==> config.mk <==
export PLATFORM = sky130hd
export DESIGN_NAME = demux1_2_buf
export DESIGN_NICKNAME = d
export VERILOG_FILES = /design/src/rtl/demux1_2_buf.sv
export SDC_FILE = /design/constraint.sdc
export NUM_CORES = 1
export LEC_CHECK = 0
export CORE_MARGIN = 4
export CORE_UTILIZATION = 48
export DETAILED_ROUTE_END_ITERATION = 7
export GPL_ROUTABILITY_DRIVEN = 0
export PLACE_DENSITY = 0.85
export SETUP_SLACK_MARGIN = 0.2
export SKIP_LAST_GASP = 1
export SLEW_MARGIN = 10
export SYNTH_ARGS = -nofsm -noshare
export SYNTH_HDL_FRONTEND = slang
export SYNTH_SLANG_ARGS = --single-unit
==> constraint.sdc <==
create_clock -name clk -period 1.72 [get_ports clk]
set_clock_uncertainty 0.05 [all_clocks]
set_input_delay 0.344 -clock clk [delete_from_list [all_inputs] [get_ports clk]]
set_output_delay 0.344 -clock clk [all_outputs]
set_load 0.05 [all_outputs]
==> src/rtl/demux1_2_buf.sv <==
// demux1_2_buf: 1-to-2 demultiplexer with an independent DEPTH-entry FIFO
// behind each output port. Words are routed by in_sel at acceptance, each
// port preserves its own word order, and each port counts delivered words.
// DEPTH must be 2 or 4 so that the pointers wrap naturally at a power of two.
module demux1_2_buf #(
  parameter int WIDTH = 32,
  parameter int DEPTH = 2
) (
  input  logic             clk,
  input  logic             rst_n,
  input  logic             in_valid,
  output logic             in_ready,
  input  logic             in_sel,
  input  logic [WIDTH-1:0] in_data,
  output logic             out0_valid,
  input  logic             out0_ready,
  output logic [WIDTH-1:0] out0_data,
  output logic [7:0]       out0_count,
  output logic             out1_valid,
  input  logic             out1_ready,
  output logic [WIDTH-1:0] out1_data,
  output logic [7:0]       out1_count
);

  // Pointer width and occupancy width (occupancy must be able to hold DEPTH).
  localparam int PW = (DEPTH > 2) ? 2 : 1;
  localparam int CW = PW + 1;

  // Per-port status and handshake vectors, index 0 = port 0, 1 = port 1.
  logic [1:0]       full;
  logic [1:0]       empty;
  logic [1:0]       push;
  logic [1:0]       pop;
  logic [1:0]       out_ready_vec;
  logic [WIDTH-1:0] head      [2];
  logic [7:0]       count_vec [2];

  assign out_ready_vec = {out1_ready, out0_ready};

  // Readiness depends only on the selected FIFO's registered fullness, so a
  // full FIFO being popped this cycle still refuses the push; the freed slot
  // is offered from the next cycle on.
  assign in_ready = ~full[in_sel];

  genvar gi;
  generate
    for (gi = 0; gi < 2; gi++) begin : g_port
      logic [WIDTH-1:0] mem_reg [DEPTH];
      logic [PW-1:0]    wr_ptr_reg;
      logic [PW-1:0]    wr_ptr_next;
      logic [PW-1:0]    rd_ptr_reg;
      logic [PW-1:0]    rd_ptr_next;
      logic [CW-1:0]    occ_reg;
      logic [CW-1:0]    occ_next;
      logic [7:0]       count_reg;
      logic [7:0]       count_next;

      assign full[gi]  = (occ_reg == CW'(DEPTH));
      assign empty[gi] = (occ_reg == '0);

      // A push lands here only when this port is the selected destination.
      assign push[gi] = in_valid & in_ready & (in_sel == 1'(gi));
      // Popping an empty FIFO is a no-op, so the ready is qualified by valid.
      assign pop[gi]  = ~empty[gi] & out_ready_vec[gi];

      // Next-state for pointers, occupancy and delivered-word count.
      always_comb begin
        wr_ptr_next = wr_ptr_reg;
        rd_ptr_next = rd_ptr_reg;
        occ_next    = occ_reg;
        count_next  = count_reg;
        if (push[gi]) begin
          wr_ptr_next = wr_ptr_reg + PW'(1);
        end
        if (pop[gi]) begin
          rd_ptr_next = rd_ptr_reg + PW'(1);
          count_next  = count_reg + 8'd1;
        end
        case ({push[gi], pop[gi]})
          2'b10:   occ_next = occ_reg + CW'(1);
          2'b01:   occ_next = occ_reg - CW'(1);
          default: occ_next = occ_reg;
        endcase
      end

      // Control state; reset takes effect immediately, independent of clk.
      always_ff @(posedge clk or negedge rst_n) begin
        if (!rst_n) begin
          wr_ptr_reg <= '0;
          rd_ptr_reg <= '0;
          occ_reg    <= '0;
          count_reg  <= '0;
        end else begin
          wr_ptr_reg <= wr_ptr_next;
          rd_ptr_reg <= rd_ptr_next;
          occ_reg    <= occ_next;
          count_reg  <= count_next;
        end
      end

      // Storage; cleared on reset so the head reads zero until the first push.
      always_ff @(posedge clk or negedge rst_n) begin
        if (!rst_n) begin
          for (int i = 0; i < DEPTH; i++) begin
            mem_reg[i] <= '0;
          end
        end else if (push[gi]) begin
          mem_reg[wr_ptr_reg] <= in_data;
        end
      end

      assign head[gi]      = mem_reg[rd_ptr_reg];
      assign count_vec[gi] = count_reg;
    end
  endgenerate

  assign out0_valid = ~empty[0];
  assign out1_valid = ~empty[1];
  assign out0_data  = head[0];
  assign out1_data  = head[1];
  assign out0_count = count_vec[0];
  assign out1_count = count_vec[1];

endmodule

== Yosys cells after proc, flatten, opt, wreduce, memory -nomap -nowiden ==
Index checks and enable logic that the tools add are counted.

* Register bits after elaboration: 152
* Bits of input ports: 38
* Output and inout bits: 83
* Logic and storage cells: 70

* $add $sub $neg: 10
* Order comparisons: 7
* Equality and inequality tests: 6
* Muxes and demuxes: 16
* Bitwise operators: 13
* Reduce and logical (&&, ||, !) cells: 6

{| class="wikitable"
|+ Operator list
! kind !! number
|-
| $mux 32 || 8
|-
| $bwmux 64 || 2
|-
| $demux 32 s1 || 2
|-
| $add 8x1->8 const B || 2
|-
| $eq 2x2->1 const B || 4
|-
| $ge 2x2->1 const B || 4
|-
| $not 1->2 || 4
|-
| $pmux 2 s2 || 2
|-
| $and 1x1->1 || 5
|-
| $add 1x1->1 const B || 4
|-
| $add 2x1->2 const B || 2
|-
| $eq 2x1->1 const B || 2
|-
| $logic_not 2->1 || 2
|-
| $lt 2x1->1 const B || 2
|-
| $not 1->1 || 4
|-
| $reduce_bool 2->1 || 2
|-
| $sub 2x1->2 const B || 2
|-
| $logic_and 1x1->1 || 2
|-
| $lt 1x2->1 const B || 1
|-
| $mux 1 || 2
|}

== Logic depth before layout (Yosys ltp) ==
* Depth in word-level cells: 8
* Depth in mapped cells: 7
* Gate-level depth less buffers: 6

== Least setup slack after synthesis ==
OpenSTA, ideal clock, no wires.

* Path type: register -> output
* From: register g_port[0].rd_ptr_reg
* To: output out0_data[22]
* Arrival time: 1.364 ns
* Required time: 1.326 ns
* Setup slack: -0.038 ns
* Stages on the path, launching flop included: 4
* Path buffers: 2
* Path through: dfrtp_1 clkbuf_1 clkbuf_1 mux2_2

* Word-level cells in the longest chain between the ends: 4

{| class="wikitable"
|+ RTL lines
! element !! line !! text
|-
| start, declared || 51 || <nowiki>logic [PW-1:0] rd_ptr_reg;</nowiki>
|-
| start signal, assigned || 95 || <nowiki>rd_ptr_reg <= rd_ptr_next;</nowiki>
|-
| $not 1->2 (implied by the code) || 112 || <nowiki>assign head[gi] = mem_reg[rd_ptr_reg];</nowiki>
|-
| $mux 32 (implied by the code) (3 in a row) || 112 ||
|-
| end, declared || 17 || <nowiki>output logic [WIDTH-1:0] out0_data,</nowiki>
|}

Every way passes these cells. The select of a mux whose other input is x is not followed.

== Worst setup path in the final report ==
* From: register g_port[0].rd_ptr_reg
* To: output out0_data[7]

Same word-level chain as after synthesis.

==> metrics.txt <==
DRT iter0 DRCs 270; # diodes 0; Worst-Margin Slew 0.389 ns; starting density of the core 0.487; IO Pins about 120; Clock Tree Root clkbuf_16; final worst slack -0.313 ns; Antenna Nets Post-Route 0; CP Depth 3; gr ovfl total 0; first-pass GRT wire length around 29 mm; crit path max fanout 14; Die ar. 16000 um^2; status finished, violations left; core area about 14000 um^2; Worst R2R Path Depth 6; pin count of the biggest net entering global routing between 60 and 70; worst reg2reg startpoint g_port[0].occ_reg[0]$_DFFE_PN0P_; routed vias about 4500; Layout Nets 687; Seq/Total Area, Yosys 0.564; P&R area growth vs syn 60.5%; Largest register FFs 128; synth cell count leaders mux2_2 (159), dfrtp_1 (152), mux2_4 (30); Synth Flop Type dfrtp_1; vias per cell 5.38; Residual DRC 0; HPWL after DPL 9.85 mm; Fin Setup TNS -18.47 ns; Worst Path Arrival around 1.6 ns; critical setup path kind register to output port; Slew Viols, Final 0; Tmin final 2.03 ns; Die Y 126 um; crit end category output port; worst reg2reg endpoint g_port[0].mem_reg[23]$_DFFE_PN0P_; RSZ-0062 raised after global routing yes; Synth warnings 0; required time of the critical path 1.33 ns; Placed Area 8650 um^2; WL/cell 23.6 um; kind of cell adding the most delay to the critical path flip-flops; share of post-route cells with drive strength above 1 0.637; Hold WS 0.335 ns; failing checks setup timing; Buf/Inv on CP 2; H-tree depth 4; row count 43; drt first pass iters 5; syn_nets 485; Bufs on Longest Clock Path 2; clock sink count 152; Hold WC Path Type input pin to asynchronous set/reset pin; final hold viol count 0; WL final ~20 mm; setup slack, reg-to-reg -0.06 ns; total track usage 0.237; max cap viols 0; slowest library cell on the worst path dfrtp_2; Synth area leader dfrtp_1; vias in the first global route 5077; FMAX 492 MHz; Design Area, Final 10800 um^2; Synth Area per Inst 15.2 um^2; Cells after Synth 443; relative slew slack 0.741; CP max stage delay 0.46 ns; CTS tree done; I/O Buffers 120; final period utilization 1.18; crit path from g_port[0].rd_ptr_reg$_DFFE_PN0P_; Setup crit end out0_data[7]; critical path launch point type register; Clock Latency Late Sink 0.42 ns; Die W 126 um; top cells by area, synth dfrtp_1 (56%), mux2_2 (27%), mux2_4 (6.7%), xnor2_1 (2.1%), xor2_1 (1.0%); Post-synth EDFFs 0; initial antenna violation count 0; synthesized flop and latch total between 150 and 200; clk slew on worst S/H paths 0.06 ns; ordered list of cells on the worst path buf_12 > mux2_2 > buf_4; top cell type's share of synthesized area 0.564; CTS buffer count 17; most frequent cell after synthesis mux2_2; Cell variety after synth 27; Synth Cell Area 6740 um^2; Final setup viols 99; Async SR Flop Fraction 1.00
cell usage in the layout (no fill, tap or decap), types with 4 or more instances in the layout:
cell type          n
buf_12            42
buf_16            13
buf_4             52
buf_6             53
buf_8              7
clkbuf_16         19
clkdlybuf4s50_1   34
dfrtp_1          145
dfrtp_2            7
mux2_2            15
mux2_4           177
nand2_1           11
nand2b_4           4
nand4_1            7
nor2_1             4
nor3_4             5
xnor2_1           15
xor2_1             8
metrics by stage:
| step | instances | utilization | worst slack [ns] |
|---|---|---|---|
| after detailed placement | 749 | 0.626 | -0.480 |
| final | 836 | 0.782 | -0.313 |
| after floorplan | 443 | - | 0.0831 |
| after global routing | 836 | 0.782 | -0.355 |
| after global placement | 749 | 0.626 | -0.450 |
| after CTS | 823 | 0.755 | -0.312 |
layer usage:
layer  track usage  wire [um]  vias to the layer above
li1              -          -                     1979
met1         0.296       8040                     2355
met2         0.403      10400                      130
met3        0.0581        843                       31
met4        0.0826        440                        0
met5             0          0                        -
layout make-up:
cell class | count | area, um^2
clock buffers | 22 | 464
clock inverters | 8 | 98.8
repair buffers | 206 | 2710
multi-input cells | 266 | 3500
inverters | 2 | 7.51
fillers | 717 | 3010
flip-flops and latches | 152 | 3810
well taps | 180 | 225
cells by family after synthesis:
kind of cell,Yosys count,synth area share
compound gates,3,0.00223
mux,192,0.338
flops,152,0.564
simple gates,43,0.0353
fa+ha+maj,4,0.00743
buf+inv,25,0.0219
xor+xnor,24,0.0312
worst min-delay path by stage:
stage,slack [ns],endpoint,depth (start not counted)
CTS,0.34,out1_count[0]$_DFFE_PN0P_,2
global route,0.36,out1_count[0]$_DFFE_PN0P_,2
global placement,0.21,out1_count[0]$_DFFE_PN0P_,1
detailed placement,0.22,out1_count[0]$_DFFE_PN0P_,1
floorplan,-0.002,g_port[0].mem_reg[0]$_DFFE_PN0P_,0
finish,0.33,out1_count[1]$_DFFE_PN0P_,2
repair_timing:
| item | in CTS | in global routing |
|---|---|---|
| setup buffers | 29 | 11 |
| cloned | 14 | 2 |
| endpoints found under the hold margin | 34 | 0 |
| setup endpoints to repair | 197 | 207 |
| pin swaps | 13 | 14 |
| hold buffers | 1 | 0 |
| resized for setup | 169 | 48 |
Power is left out: the tool's default activity adds up to more than one toggle a clock period on the data nets, which glitch-free logic cannot reach.
